## config.mk

```make
export PLATFORM = sky130hd
export DESIGN_NAME = word_serializer
export DESIGN_NICKNAME = d
export VERILOG_FILES = /design/src/rtl/word_serializer_pkg.sv /design/src/rtl/word_serializer_shift_register_piso.sv /design/src/rtl/word_serializer.sv
export SDC_FILE = /design/constraint.sdc
export NUM_CORES = 1
export LEC_CHECK = 0
export BUFFER_PORTS_ARGS = -buffer_cell sky130_fd_sc_hd__buf_4
export CORE_MARGIN = 5
export CORE_UTILIZATION = 45
export DETAILED_ROUTE_END_ITERATION = 8
export GPL_ROUTABILITY_DRIVEN = 1
export GPL_TIMING_DRIVEN = 1
export PLACE_DENSITY = 0.82
export SLEW_MARGIN = 5
export SYNTH_ARGS = -nofsm -noshare
export SYNTH_HDL_FRONTEND = slang
export SYNTH_SLANG_ARGS = --single-unit
```

## constraint.sdc

```tcl
create_clock -name clk -period 2.55 [get_ports clk]
set_input_delay 0.1275 -clock clk [delete_from_list [all_inputs] [get_ports clk]]
set_output_delay 0.1275 -clock clk [all_outputs]
set_load 0.01 [all_outputs]
```

## src/rtl/word_serializer_pkg.sv

```systemverilog
// Shared definitions for the word serializer: FSM encodings and the bit-counter width.
package word_serializer_pkg;

  localparam logic [1:0] ST_IDLE  = 2'd0;
  localparam logic [1:0] ST_SHIFT = 2'd1;
  localparam logic [1:0] ST_DONE  = 2'd2;

  // Counter spans 0..w-1; the guard keeps the width at least one bit.
  function automatic int cnt_width(input int w);
    return (w <= 2) ? 1 : $clog2(w);
  endfunction

endpackage

```

## src/rtl/word_serializer_shift_register_piso.sv

```systemverilog
// Parallel-in/serial-out shift register: load wins over shift, LSB leaves first, zeros enter at the MSB.
module shift_register_piso #(
  parameter int WORD_LENGTH = 6
) (
  input  logic                   clk,
  input  logic                   reset,
  input  logic                   load,
  input  logic                   shift,
  input  logic [WORD_LENGTH-1:0] parallel_in,
  output logic                   serial
);

  logic [WORD_LENGTH-1:0] shreg;

  always_ff @(posedge clk or negedge reset) begin
    if (!reset) begin
      shreg <= '0;
    end else if (load) begin
      shreg <= parallel_in;
    end else if (shift) begin
      shreg <= {1'b0, shreg[WORD_LENGTH-1:1]};
    end
  end

  assign serial = shreg[0];

endmodule

```

## src/rtl/word_serializer.sv

```systemverilog
// Word serializer top: IDLE/SHIFT/DONE FSM and bit counter around a PISO shift register.
module word_serializer
  import word_serializer_pkg::*;
#(
  parameter int WORD_LENGTH = 6
) (
  input  logic                   clk,
  input  logic                   reset,
  input  logic                   start,
  input  logic [WORD_LENGTH-1:0] data_in,
  output logic                   ready,
  output logic                   serial_out,
  output logic                   serial_valid,
  input  logic                   sink_ready,
  output logic                   done,
  output logic [1:0]             state_dbg
);

  localparam int CW = cnt_width(WORD_LENGTH);
  localparam logic [CW-1:0] LAST = CW'(WORD_LENGTH - 1);

  logic [1:0]    state;
  logic [1:0]    state_next;
  logic [CW-1:0] count;
  logic          load;
  logic          accept;
  logic          last_accept;

  // Handshake: a bit transfers on any rising edge where serial_valid and
  // sink_ready are both 1; serial_out is held unchanged until that edge.
  assign load        = (state == ST_IDLE) && start;
  assign accept      = (state == ST_SHIFT) && sink_ready;
  assign last_accept = accept && (count == LAST);

  always_comb begin
    state_next = state;
    case (state)
      ST_IDLE:  if (start) state_next = ST_SHIFT;
      ST_SHIFT: if (last_accept) state_next = ST_DONE;
      ST_DONE:  state_next = ST_IDLE;
      default:  state_next = ST_IDLE;
    endcase
  end

  always_ff @(posedge clk or negedge reset) begin
    if (!reset) begin
      state <= ST_IDLE;
    end else begin
      state <= state_next;
    end
  end

  // The final accept leaves the counter at WORD_LENGTH-1 rather than wrapping.
  always_ff @(posedge clk or negedge reset) begin
    if (!reset) begin
      count <= '0;
    end else if (load) begin
      count <= '0;
    end else if (accept && !last_accept) begin
      count <= count + CW'(1);
    end
  end

  shift_register_piso #(
    .WORD_LENGTH(WORD_LENGTH)
  ) u_piso (
    .clk        (clk),
    .reset      (reset),
    .load       (load),
    .shift      (accept),
    .parallel_in(data_in),
    .serial     (serial_out)
  );

  assign ready        = (state == ST_IDLE);
  assign serial_valid = (state == ST_SHIFT);
  assign done         = (state == ST_DONE);
  assign state_dbg    = state;

endmodule

```

* Word-level counts from Yosys, hierarchy flattened *
Index checks and enable logic that the tools add are counted.

storage, ports and cells
  register bits after elaboration = 11
  bits of input ports = 10
  output and inout port bits = 6
  word-level logic and storage cells = 25

cells by class
  $add $sub $neg = 1
  equality and inequality tests = 5
  mux-type cells = 7
  reductions and logical operators = 9

operator list
  cell                   count
  $mux W6                2
  $mux W3                2
  $logic_and A1 B1 Y1    4
  $mux W2                2
  $pmux W2 S2            1
  $reduce_bool A2 Y1     2
  $add A3 B1 Y3 const B  1
  $eq A3 B3 Y1 const B   1
  $eq A2 B1 Y1 const B   1
  $eq A2 B2 Y1 const B   1
  $logic_not A2 Y1       1
  $ne A2 B1 Y1 const B   1
  $ne A2 B2 Y1 const B   1
  $reduce_and A2 Y1      1
  $logic_not A1 Y1       1

* Logic depth before layout (Yosys ltp) *
  depth in word-level cells = 7
  gate-level depth with buffers = 5
  depth with buffers taken out = 5

* Cells and area by module *
Synthesis repeated with hierarchy kept, for this count alone.

unflattened totals
  cells, all modules = 53
  area total of the unflattened synthesis = 550.5 um^2

by module, submodules not included
  module               times used  cells each  area each (um^2)  seq. area each (um^2)
  shift_register_piso  1           26          275.3             150.1
  word_serializer      1           27          275.3             125.1

* Worst setup path before layout *
Ideal clock, no wire load.

  path kind = register to register
  start point = register state[0], in the netlist state_dbg[0]
  end point = register count[0]
  library setup time = 127 ps
  arrival time = 1179 ps
  data required time = 2423 ps
  path slack = 1244 ps
  cell stages (with the launch flop) = 6
  buffers on the path = 2
  clock period less this slack = 1306 ps
  cells stage by stage = dfrtp_1 buf_4 or3b_1 buf_2 o211ai_2 o31ai_1

between the ends
  longest elaborated chain between the ends = 6
  elaborated cells between the ends (all ways) = 9
  those cells by class = eq/ne: 1; mux: 1; reduce/logical: 7

ends and longest elaborated chain
  item                          line                   RTL
  start, declared               word_serializer.sv:22  logic [1:0] state;
  start signal, assigned        word_serializer.sv:49  state <= state_next;
  $eq A2 B1 Y1                  word_serializer.sv:32  assign accept = (state == ST_SHIFT) && sink_ready;
  $logic_and A1 B1 Y1           word_serializer.sv:32
  $logic_and A1 B1 Y1           word_serializer.sv:33  assign last_accept = accept && (count == LAST);
  $logic_not A1 Y1              word_serializer.sv:59  end else if (accept && !last_accept) begin
  $logic_and A1 B1 Y1           word_serializer.sv:59
  $reduce_bool A2 Y1 (no line)  --
  end signal, assigned          word_serializer.sv:60  count <= count + CW'(1);
  end, declared                 word_serializer.sv:24  logic [CW-1:0] count;

Several ways; a longest one is shown, not always the timed one.
A chain may end at the register's enable or synchronous reset.

* Worst setup path in the final report *
  start point = register count[0]
  end point = register count[1]

between the ends
  longest elaborated chain between the ends = 5
  elaborated cells between the ends (all ways) = 8
  those cells by class = add/sub: 1; eq/ne: 1; mux: 2; reduce/logical: 4

ends and longest elaborated chain
  item
  branches (longest 5 deep; another with $add A3 B1 Y3)

Several ways; the timed one is not identified. The select of a mux whose other input is x is not followed.

==> flow_metrics.env <==
export IMPL_power_density_nw_per_um2=1060
export IMPL_vias=477
export IMPL_synth_top_area_share_pct=47.0
export IMPL_grt_pass1_wl_microns=1890
export IMPL_worst_setup_path_end_kind="flip-flop"
export IMPL_stdcell_area_sq_um=729
export IMPL_via_per_inst=5.55
export IMPL_rows=13
export IMPL_drc=0
export IMPL_slowest_delay_ns=0.42
export IMPL_post_dp_cell_area_sq_um=693
export IMPL_drt_initial_drc_count=13
export IMPL_path_clk_slew_ns=0.06
export IMPL_drv_cap=0
export IMPL_crit_buf_inv=0
export IMPL_fin_ws_ns=1.14
export IMPL_fmax_mhz=708
export IMPL_crit_family="simple AND/OR/NAND/NOR gates"
export IMPL_synth_nets=66
export IMPL_first_pass_iters=4
export IMPL_worstPathRequired_ns=2.73
export IMPL_finalWeightedCongestion=0.706
export IMPL_clkSinkCount=11
export IMPL_overflow=0
export IMPL_synth_cell_types=25
export IMPL_fill_cells=125
export IMPL_cts_tree="built"
export IMPL_power_leakage_uw=0.000346
export IMPL_syn_instance_count=54
export IMPL_pre_cts_ws_ns=1.15
export IMPL_rsz0062_at_grt="no"
export IMPL_crit_fanout=6
export IMPL_final_cell_mix="buf_4, dfrtp_1, nand2_1, a21oi_1, a2bb2oi_1"
export IMPL_synth_seq_area_share_pct=47.0
export IMPL_hold_class="input port to flip-flop"
export IMPL_nets=84
export IMPL_htreeDepth=1
export IMPL_antenna_found_initial=0
export IMPL_port_buffers=15
export IMPL_synth_largest_area_cell="dfrtp_1"
export IMPL_slew_violations=0
export IMPL_irDropWorstVdd_mv=0.552
export IMPL_synth_warnings=0
export IMPL_clk_latency_ns=0.26
export IMPL_setup_tns_ns=0
export IMPL_dp_hpwl_microns=846
export IMPL_cts_buffers=3
export IMPL_area_growth_pct=24.6
export IMPL_ant_nets=0
export IMPL_core_area_sq_um=1270
export IMPL_final_common_cell="buf_4"
export IMPL_diodes=0
export IMPL_grt_pass1_vias=476
export IMPL_grt_max_degree=12
export IMPL_fp_dieH_microns=46.1
export IMPL_relSlewSlack_pct=67.0
export IMPL_drive_above_1_share_pct=32.4
export IMPL_hold_viol_final=0
export IMPL_ioPinCount=16
export IMPL_fin_crit_sh_pct=55.4
export IMPL_synth_top_cells_by_area="dfrtp_1, a2bb2oi_1, a21oi_1, nand2_1, ha_1"
export IMPL_routedWlPerCell_microns=12.4
export IMPL_start_util_pct=46.2
export IMPL_outcome="finished clean"
export IMPL_synth_avg_cell_area_sq_um=10.8
export IMPL_cts_resized=0
export IMPL_slowest_stage="dfrtp_1"
export IMPL_skew_ns=0.00115
export IMPL_path_cells="ha_1 -> and2_1 -> or3_1 -> a21oi_1"
export IMPL_tightest_slew_ns=0.492
export IMPL_clock_path_buffers=2
export IMPL_grt_total_usage_pct=12.3
export IMPL_cts_root_buf="clkbuf_4"
export IMPL_ys_ff_latch=11
export IMPL_cp_arrival_ns=1.60
export IMPL_critPathKind="flip-flop to flip-flop"
export IMPL_die_area_sq_um=2120
export IMPL_netlist_area_sq_um=586
export IMPL_wl_microns=1070
export IMPL_setup_violations=0
export IMPL_fp_dieW_microns=46.1
export IMPL_layout_min_cycle_time_ns=1.41
export IMPL_start_kind="flip-flop"
==> registers in the layout, summed over array words and instances (netlist names) <==
| name | cells |
|---|---|
| count | 3 |
| state_dbg | 2 |
| u_piso.shreg | 6 |
==> cell usage after synthesis, drive strengths merged <==
library cell  instances
and2                  2
nand2                 7
inv                   1
o31ai                 1
dfrtp                11
and2b                 1
nor2                  2
ha                    2
nand3                 1
nor2b                 1
o21ai                 1
nor3b                 1
a21oi                 7
o211ai                1
and3b                 1
nor3                  1
a2bb2oi               5
or3b                  1
and4b                 1
buf                   3
or3                   1
a311oi                1
nand3b                1
==> logic make-up (layout without fill, tap and decap cells) <==
logic type,after synthesis,after routing,synth area share (%)
AND/OR/NAND/NOR,21,21,24.8
flip-flops,11,11,47.0
AO/OA/AOI/OAI,16,16,19.2
adder cells (fa/ha/maj),2,2,4.27
buffers and inverters,4,21,4.70
==> routing by layer <==
metal	share of wire (%)	wire [microns]	vias up	global-route usage (%)
li1	-	-	231	-
met3	7.5	80	0	3.91
met4	0	0	0	3.41
met1	40	422	228	13.9
met5	0	0	-	0
met2	53	562	18	21.7
==> worst min-delay path: cells and delay by family <==
| family | cells | cell delay, ns |
|---|---|---|
| buf+inv | 1 | 0.08 |
| simple gates | 2 | 0.09 |
==> report_power, final <==
group / switching [uW] / internal, uW / total, uW
Clock: 51.9 / 60.4 / 112
Sequential: 69.1 / 250 / 319
Combinational: 165 / 174 / 339
Total: 286 / 484 / 770
==> final cells by class <==
| type | instances | area, sq um | area share (%) |
|---|---|---|---|
| clock buffers | 4 | 26.3 | 3.60 |
| inverters | 1 | 3.75 | 0.515 |
| multi-input cells | 39 | 283 | 38.8 |
| flip-flops and latches | 11 | 275 | 37.7 |
| well taps | 15 | 18.8 | 2.57 |
| repair buffers | 16 | 123 | 16.8 |
==> final timing paths <==
kind                                 startpoint         endpoint  slack [ns]  cells after the start
max in group asynchronous                 reset  u_piso.shreg[0]        2.17                      2
worst max register to register         count[0]         count[1]        1.14                      4
worst max-delay path                   count[0]         count[1]        1.14                      4
min in group asynchronous                 reset         count[2]        0.23                      2
worst min register to register  u_piso.shreg[5]  u_piso.shreg[5]        0.52                      2
worst min-delay path                 data_in[5]  u_piso.shreg[5]        0.06                      3
==> stage by stage <==
stage	hold slack (ns)	utilization, %	cells	power (uW)
floorplan	-0.168	-	54	564
finish	0.0621	57.5	86	770
CTS	0.0546	57.5	86	783
global placement	-0.0327	54.6	81	649
global route	0.0600	57.5	86	841
detailed placement	-0.0315	54.6	81	668
==> repair_timing <==
action                    CTS  global route
hold endpoints to repair   11             0
hold buffers                1             0
buffers inserted            0             0
(Power assumes the default switching activity.)
